`src/rtl/bounce_emulator.sv`:
```
// bounce_emulator: four-channel contact-bounce generator driven by
// a shared 16-bit Galois LFSR; registered pass-through when disabled.
module bounce_emulator #(
    parameter int unsigned BOUNCE_CYCLES = 50000,
    parameter int unsigned MIN_TOGGLE    = 16,
    parameter logic [15:0] LFSR_SEED     = 16'hACE1
) (
    input  logic       clk,
    input  logic       reset,
    input  logic       enable,
    input  logic [3:0] dataClean,
    output logic [3:0] dataBouncy,
    output logic [3:0] busy
);

    typedef enum logic {
        STABLE,
        BOUNCE
    } state_t;

    localparam logic [19:0] WIN_LOAD = 20'(BOUNCE_CYCLES - 1);
    localparam logic [8:0]  MIN_T    = 9'(MIN_TOGGLE);
    localparam logic [15:0] MASK     = 16'hB400;

    logic [15:0] lfsr;

    // free-running right-shift Galois LFSR, never zero from a non-zero seed
    always_ff @(posedge clk or posedge reset) begin
        if (reset) begin
            lfsr <= LFSR_SEED;
        end else begin
            lfsr <= {1'b0, lfsr[15:1]} ^ (lfsr[0] ? MASK : 16'h0000);
        end
    end

    for (genvar gi = 0; gi < 4; gi++) begin : g_ch
        state_t      state;
        logic        target;
        logic        q;
        logic        bsy;
        logic [19:0] win;
        logic [8:0]  tog;
        logic [8:0]  interval;

        assign interval = MIN_T + {5'b0, lfsr[4*gi +: 4]};
        assign dataBouncy[gi] = q;
        assign busy[gi] = bsy;

        // per-channel STABLE/BOUNCE machine; a new level always restarts the window
        always_ff @(posedge clk or posedge reset) begin
            if (reset) begin
                state  <= STABLE;
                target <= 1'b0;
                q      <= 1'b0;
                bsy    <= 1'b0;
                win    <= '0;
                tog    <= '0;
            end else if (!enable) begin
                state  <= STABLE;
                target <= dataClean[gi];
                q      <= dataClean[gi];
                bsy    <= 1'b0;
                win    <= '0;
                tog    <= '0;
            end else if (dataClean[gi] != target) begin
                state  <= BOUNCE;
                target <= dataClean[gi];
                q      <= dataClean[gi];
                bsy    <= 1'b1;
                win    <= WIN_LOAD;
                tog    <= interval;
            end else begin
                unique case (state)
                    STABLE: begin
                        q   <= target;
                        bsy <= 1'b0;
                    end
                    BOUNCE: begin
                        if (win == 20'd0) begin
                            state <= STABLE;
                            q     <= target;
                            bsy   <= 1'b0;
                        end else begin
                            win <= win - 20'd1;
                            bsy <= 1'b1;
                            if (tog == 9'd0) begin
                                q   <= ~q;
                                tog <= interval;
                            end else begin
                                tog <= tog - 9'd1;
                            end
                        end
                    end
                endcase
            end
        end
    end

endmodule

```
`config.mk`:
```
export PLATFORM = sky130hd
export DESIGN_NAME = bounce_emulator
export DESIGN_NICKNAME = d
export VERILOG_FILES = /design/src/rtl/bounce_emulator.sv
export SDC_FILE = /design/constraint.sdc
export NUM_CORES = 1
export LEC_CHECK = 0
export CORE_MARGIN = 2
export CORE_UTILIZATION = 70
export CTS_BUF_LIST = sky130_fd_sc_hd__clkbuf_8
export DETAILED_ROUTE_END_ITERATION = 12
export PLACE_DENSITY = 0.88
export SKIP_LAST_GASP = 1
export SYNTH_ARGS = -nofsm -noshare
export SYNTH_HDL_FRONTEND = slang
export SYNTH_SLANG_ARGS = --single-unit
```
`constraint.sdc`:
```
create_clock -name clk -period 8.73 [get_ports clk]
set_input_delay 2.619 -clock clk [delete_from_list [all_inputs] [get_ports clk]]
set_output_delay 2.619 -clock clk [all_outputs]
set_load 0.03 [all_outputs]
```
; Word level (Yosys, flattened, before mapping)
; Index checks and enable logic that the tools add are counted.
[totals]
regBits = 148
inputBits = 7
out_inout_bits = 8
wordCells = 171
[classes]
addsub = 12
eq_ne = 20
mux = 93
bitwise = 9
reduce_logical = 12
[op_table]
columns = cell, count
row1 = 20-bit two-way mux, 16
row2 = 9-bit two-way mux, 20
row3 = 20-bit logical NOT, 4
row4 = "20-bit by 1-bit subtractor with 20-bit output, second input constant", 4
row5 = 1-bit two-way mux, 48
row6 = 9-bit logical NOT, 4
row7 = "9-bit by 1-bit subtractor with 9-bit output, second input constant", 4
row8 = "5-bit by 4-bit adder with 6-bit output, first input constant", 4
row9 = "5-bit by 2-bit != test with 1-bit output, second input constant", 4
row10 = 16-bit two-way mux, 1
row11 = 1-bit one-hot mux with 2 select lines, 8
row12 = 15-bit by 16-bit bitwise XOR with 16-bit output, 1
row13 = "3-bit by 1-bit != test with 1-bit output, second input constant", 4
row14 = "3-bit != test, second input constant", 4
row15 = "2-bit by 1-bit != test with 1-bit output, second input constant", 4
row16 = 1-bit inverter, 8
row17 = 2-bit AND reduction, 4
row18 = 1-bit != test, 4

; Depth between registers and ports, before layout
[depth]
depth_word = 6
ltp_mapped = 8
mapped_depth_nobuf = 7

; Least setup slack after synthesis
; No wires, ideal clock.
[synth_path]
path_type = input -> register
start = input port dataClean[0]
end = register g_ch[0].tog[2]
setup_time_ns = 0.122
arrival_ns = 3.658
t_required_ns = 8.608
setup_slack_ns = 4.950
cell_stages = 4
n_path_buf = 0
path_cell_list = xnor2_1 -> o41a_1 -> mux2_2 -> a32o_1
[synth_via]
elab_chain_len = 3
word_cells_on_any_way = 6
cone_classes = eq/ne (3) / mux (2) / reduce/logical (1)
[synth_rtl]
columns = element, line_no
row1 = start: declaration, 11  ; input logic [3:0] dataClean,
row2 = 1-bit != test (*), 65  ; end else if (dataClean[gi] != target) begin
row3 = 3-bit != test (no source line) (tied with other cells), --
row4 = 2-bit AND reduction (no source line) or 9-bit two-way mux (tied branches), --
row5 = end signal: assignment, 71  ; tog <= interval;
row6 = end signal: assignment, 88  ; tog <= interval;
row7 = end signal: assignment, 90  ; tog <= tog - 9'd1;
row8 = end: declaration, 42  ; logic [8:0] tog;
; Mark *: on every way between the ends. The rest lies on a longest branch, timed or not.
; A chain may end at the register's enable or synchronous reset.

; Final worst setup path
[layout_path]
start = input port dataClean[0]
end = register g_ch[0].tog[5]
; Same word-level chain as after synthesis.

==> reports/metrics.yaml <==
slowest_delay_ns: 0.88
insertion_delay_ns: 0.47
whs_ns: 0.371
final.min_clock_period_ns: 4.75
grt_pass1_vias: 6112
core_area_um2: 10700
critPathKind: "primary input to flip-flop"
detail_route.iter0.violations: 588
end_kind: "flip-flop"
rr_endpoint: "g_ch[1].tog[3]"
finalSetupViolCount: 0
timing.critical_path.to: "g_ch[0].tog[5]"
yosysWarnings: 0
tns_ns: 0
grt_max_degree: 79
die_height_um: 109
p_leak_uw: 0.00333
synth_flop_cell: "dfrtp_1"
cts_buffers: 17
drtPass1Iterations: 5
hold_viol: 0
grt_usage_pct: 30.4
post_cts_resized: 0
postCtsHoldBufs: 0
synth_edf_count: 0
synth.top_cell.area_share_pct: 44.5
via_per_inst: 6.66
worstHoldPathType: "flip-flop to flip-flop"
slew-limit-headroom_pct: 27.4
cp_num_cells: 5
fmax_mhz: 211
htree_levels: 4
vias: 6231
pwr_density_cell_nw_per_um2: 202
ant_nets: 0
ys_ff_latch: 144
dp_slack_ns: 3.49
cts_buffer_depth: 2
layout_setup_ws_ns: 3.98
slowest_stage: "xnor2_1"
overflow: 0
synth_cells: 793
reg2reg_from: "g_ch[1].win[0]"
skew_ns: 0.0124
critPathArrivalTime_ns: 5.14
num_io_pins: 15
rows: 38
rsz0062_at_grt: "no"
ys_types: 70
path_max_fanout: 14
cp_top_family: "simple AND/OR/NAND/NOR gates"
post-route-drc-count: 0
regToRegSetupSlack_ns: 5.46
cts_sinks: 144
antenna_found_initial: 0
maxSlewViolCount: 0
synthesis.area_um2: 7650
die_w_um: 109
cp.required_ns: 9.12
grt_pass1_wl_um: 28200
drive_gt1_share_pct: 8.68
avgSynthCellArea_um2: 9.65
root_buffer: "clkbuf_8"
cp-start-kind: "primary input"
min_period_over_period_pct: 54.4
diodes: 0
max-cap-violations: 0
final_nets: 801
port_buffers: 14
status: "completed"
cp_cell_sequence: "clkdlybuf4s50_1 -> xnor2_1 -> nand2_1 -> or3_1 -> mux2i_1"
gp_congestion: 0.891
wl_per_cell_um: 18.0
tightest_slew_ns: 1.08
ys_seq_area_share_pct: 47.2
synthArstFlopShare_pct: 100
start_util_pct: 71.2
post_cts_buffers: 0
dp_hpwl_um: 10600
critPathBufInv: 1
rr_worst_depth: 7
syn_nets: 812
synth_top_area_cell: "dfrtp_1"
ir_drop_mv: 0.157
cp-startpoint: "dataClean[0]"
cts_tree: "yes"
clkTransAtPathRegs_ns: 0.09
synthTopCellsByArea: "dfrtp_1 44%, xor2_1 5.1%, nor2_1 4.1%, a21oi_1 4.1%, xnor2_1 3.2%"
dieArea_um2: 11800
fin_util_pct: 76.1
areaGrowthSynthToFinish_pct: 6.87
drt-total-wl_um: 16800
placed cells by master (no fill, tap or decap), types with 10 or more instances in the layout:
| cell type | Yosys | layout |
|---|---|---|
| or4_1 | 19 | 19 |
| nor3_1 | 31 | 31 |
| o2111ai_1 | 12 | 12 |
| xor2_1 | 45 | 45 |
| inv_1 | 23 | 21 |
| nor4_1 | 23 | 23 |
| a31oi_1 | 16 | 16 |
| nor2_1 | 84 | 84 |
| or3_1 | 19 | 19 |
| xnor2_1 | 28 | 28 |
| o211ai_1 | 10 | 10 |
| o21ai_0 | 26 | 26 |
| clkbuf_8 | 0 | 17 |
| clkdlybuf4s50_1 | 0 | 14 |
| o31ai_1 | 12 | 12 |
| nand3_1 | 17 | 17 |
| a21oi_1 | 62 | 62 |
| dfrtp_1 | 136 | 136 |
| nand2_1 | 45 | 45 |
| ha_1 | 12 | 12 |
stage by stage:
| stage | std cells | area (µm²) | power (µW) |
|---|---|---|---|
| 3_5_place_dp | 903 | 7780 | 1120 |
| 5_1_grt | 935 | 8180 | 1730 |
| 6_report | 935 | 8180 | 1660 |
| 2_1_floorplan | 793 | 7650 | 1040 |
| 4_1_cts | 935 | 8180 | 1650 |
| 3_3_place_gp | 903 | 7780 | 1100 |
state kept, by name, summed over array words and instances (netlist names):
name	flops
g_ch.target	4
lfsr	16
g_ch.bsy	4
g_ch.q	4
g_ch.win	80
g_ch.tog	36
power by group:
group	internal (µW)	leakage, µW	total [µW]	switching [µW]
clock network	257	0.000193	534	278
logic	134	0.00124	365	230
registers	706	0.00189	756	50.2
total	1100	0.00333	1660	558
cell type report:
| class | instances | area (µm²) |
|---|---|---|
| Clock buffer | 17 | 234 |
| Clock inverter | 15 | 163 |
| Fill cell | 751 | 2570 |
| Inverter | 23 | 91.3 |
| Multi-Input combinational cell | 576 | 3720 |
| Sequential cell | 144 | 3610 |
| Tap cell | 140 | 175 |
| Timing Repair Buffer | 20 | 185 |
worst register-to-register path: stages, from the launching register on:
cell and delay, ns:
dfrtp_1 0.42, inv_1 0.09, ha_1 0.16, nor3b_1 0.30, nand4_1 0.64, o21ai_1 0.99, o21ai_0 0.17, a311o_1 0.39
metal layers:
layer	global-route usage [%]	wire [µm]	vias up	part of all wire (%)
met5	0	0	-	0
met3	6.69	798	54	4.7
met2	51.1	8410	212	50
met4	12.8	424	0	2.5
met1	38.0	7200	3074	43
li1	-	-	2891	-
cell usage after synthesis, drive strengths merged, types with 5 or more instances:
cell	number
o31a	5
clkbuf	37
o211ai	10
xnor2	28
nor3	32
nand3	17
a31oi	16
mux2i	8
nand4	7
or4	20
inv	23
nor2	84
nand2	45
o2111ai	12
o31ai	12
and3	5
or3	19
nor4	25
dfstp	8
dfrtp	136
buf	13
o21a	7
ha	12
nor4b	12
o21ai	30
xor2	45
a21oi	62
cells by family after synthesis:
kind of cell | count (synthesis) | share of synthesized area [%]
and+or+nand+nor | 295 | 21.0
AOI/OAI and AO/OA | 186 | 15.9
DFF | 144 | 47.2
xor gates and xnor gates | 73 | 8.35
buffers and inverters | 73 | 4.22
adders and majority gates | 12 | 1.96
muxes | 10 | 1.34
how the worst min path moves through the flow:
stage,startpoint,end,slack [ns],cells after the start
finish,lfsr[6],lfsr[5],0.37,0
global route,lfsr[6],lfsr[5],0.38,0
CTS,lfsr[6],lfsr[5],0.37,0
detailed placement,lfsr[6],lfsr[5],0.36,0
global placement,lfsr[6],lfsr[5],0.36,0
floorplan,lfsr[2],lfsr[1],0.35,0
Power figures use the tool's default switching activity.
==> variant, RTL diff (config.mk and constraints unchanged) <==
Make the reset (`reset`) synchronous in 2 clocked blocks.
--- a/src/rtl/bounce_emulator.sv
+++ b/src/rtl/bounce_emulator.sv
@@ -25,7 +25,7 @@
     logic [15:0] lfsr;
 
     // free-running right-shift Galois LFSR, never zero from a non-zero seed
-    always_ff @(posedge clk or posedge reset) begin
+    always_ff @(posedge clk) begin
         if (reset) begin
             lfsr <= LFSR_SEED;
         end else begin
@@ -47,7 +47,7 @@
         assign busy[gi] = bsy;
 
         // per-channel STABLE/BOUNCE machine; a new level always restarts the window
-        always_ff @(posedge clk or posedge reset) begin
+        always_ff @(posedge clk) begin
             if (reset) begin
                 state  <= STABLE;
                 target <= 1'b0;
Check against the original RTL: differs if reset is asserted again (counterexample within 4 cycles, from zero or initial values and one cycle with reset high); with reset held inactive, the same outputs for 4 cycles.
==> variant against the original RTL <==
Sequential share of layout area fell by 6.5 points. Die area shrank 7.3%. Synthesized area decreased by 7.6%. Wire length shrank 5.2%. Clock skew hardly changed. Maximum frequency is 3.3% lower. Synthesized cell count up 2.6%. Cell area fell by 6.6%. Setup slack got worse by 160 ps. Sequential cell count unchanged. Critical path depth grew 1. Power shrank 4.5%. Critical path type unchanged. Largest cell class unchanged. Largest power group unchanged. Highest routed layer unchanged.
==> variant: results (changes against the original RTL) <==
| Metric | Value |
|---|---|
| GRT met1 Usage | 36.46% (-1.5 points) |
| Mapped Avg Cell Area | 8.688 µm² (-10%) |
| Final Instance Count excl. Fillers | 957 (+2.4%) |
| Sequential element share of the synthesized area | 40.76% (-6.4 points) |
| Post-DR vias/cell | 6.507 (-2.4%) |
| Met2 Use GR | 50.75% (-0.32 points) |
| Largest voltage drop on the vdd net | 0.1306 mV (-17%) |
| Total leakage power | 2.656 nW (-20%) |
| Main synth FF type | dfxtp_1 |
| Detailed-router iteration count before antenna repair | 5 (unchanged) |
| Total CTS buffers | 17 (unchanged) |
| Power Dens Cells | 206.9 mW/mm² (+2.2%) |
| Average wire length per cell after detail routing | 16.68 µm (-7.3%) |
| Largest net degree at the start of global routing | 36 (-54%) |
| Complex-gate fraction of the synthesized area | 19.39% (+3.5 points) |
| Level count of the clock H-tree | 4 (unchanged) |
| Fraction of final layout cells sized beyond drive strength 1 | 7.646% (-1.0 points) |
| Net count after synthesis | 832 (+2.5%) |
| Buffer levels on the longest clock path | 2 (unchanged) |
| Clock transition at the registers of the reported paths | 70 ps (-20 ps) |
| Routability Congestion | 0.8826 (-0.89%) |
| Crit path max fanout | 35 (+21) |
| Total global-route track usage | 29.96% (-0.42 points) |
| Area share of fa/ha/maj cells after synthesis | 2.088% (+0.13 points) |
| Fillcell total | 683 (-9.1%) |
| Met3 wirelength from detailed routing | 973 µm (+22%) |
| Post-CTS Resized | 0 (unchanged) |
| Violation count after the first detailed-route iteration | 364 (-38%) |
| Via count of the first global-routing pass | 6046 (-1.1%) |
| Sum of routed wire segments on met1 | 7020 µm (-2.5%) |
| Top cells by instance count after synthesis | 144 x dfxtp_1, 75 x a21oi_1, 74 x nor2_1 |
| Maximum clock skew at final layout | 12.31 ps (-0.08610 ps) |
| Estimated wirelength of the detail-placed design | 10540 µm (-0.78%) |
| Net switching fraction of the power | 30.63% (-3.1 points) |
| Count of distinct cell types in the synthesized netlist | 65 (-7.1%) |
| Run status | completed |
| Async set or reset register ratio after synthesis | 0% (-100 points) |
| Clock Root Buffer | clkbuf_8 |
| Placed cell count | 925 (+2.4%) |
| Wire length of the first global-routing pass | 27060 µm (-4.2%) |
| Post-CTS setup-driven buffer insertion count | 0 (unchanged) |
| Mux share of post-synthesis cell area | 1.469% (+0.13 points) |
| Arrival time worst endpoint | 5250 ps (+110 ps) |
| Met2 Wirelength | 7670 µm (-8.7%) |
| Met3 track demand over resource in global routing | 8.208% (+1.5 points) |
| Post-synthesis xor/xnor area fraction | 8.422% (+0.068 points) |
| Top cells by area, synth | dfxtp_1 41%, a21oi_1 5.3%, xnor2_1 4.7%, nor2_1 3.9%, xor2_1 3.7% |
| Rel. slew slack | 15.08% (-12 points) |
| Path type of the worst min-delay path | reg2reg |
| Post-Place Cell Area | 0.007221 mm² (-7.2%) |
| Largest registers in the final layout | g_ch.win: 80 flops, g_ch.tog: 36 flops, lfsr: 16 flops |
==> variant: cell count changes after synthesis, moves of 11 or more <==
cell	change
xor2_1	-15
a211oi_1	+13
nand2b_1	+11
nor2b_1	+14
clkbuf_1	-11
dfrtp_1	-136
a21oi_1	+13
dfxtp_1	+144
==> variant: final timing paths <==
kind | to | cells after the start | slack [ps] | startpoint
min | g_ch[3].tog[8] | 1 | 450 | g_ch[3].tog[8]
max reg2reg | g_ch[1].win[8] | 5 | 5610 | g_ch[1].win[2]
max | g_ch[3].win[18] | 6 | 3820 | reset
min reg2reg | g_ch[3].tog[8] | 1 | 450 | g_ch[3].tog[8]
==> variant: stage by stage <==
stage,total power [W],hold slack [ps],util (%),setup slack [ps]
after floorplan,0.0009641,412.9,-,4693
after global placement,0.001013,426.2,73.87,3486
after detailed placement,0.001027,441.7,73.87,3396
after CTS,0.001579,454.4,78.19,3879
after global routing,0.001646,466.8,78.19,3641
final,0.001581,453.6,78.19,3820
==> variant: area by class of cell <==
class / count / area (µm²) / share of cell area, %
multi-input cells: 603 / 3896 / 50.98
repair buffers: 19 / 177.7 / 2.325
well taps: 133 / 166.4 / 2.177
inverters: 26 / 97.59 / 1.277
clock inverters: 13 / 160.2 / 2.096
clock buffers: 19 / 261.5 / 3.422
flip-flops and latches: 144 / 2883 / 37.72
==> variant: worst max-delay path, stage by stage <==
cell	delay [ps]
clkdlybuf4s50_1	1010
nand2b_2	660
buf_4	480
nor2_1	160
o311ai_0	150
o41ai_1	130
==> variant: power by group through the flow <==
stage	logic (W)	registers (W)	clock network, W
floorplan	0.000240	0.000724	0
global placement	0.000281	0.000732	0
detailed placement	0.000292	0.000734	0
CTS	0.000297	0.000720	0.000562
global route	0.000333	0.000725	0.000588
finish	0.000302	0.000721	0.000558
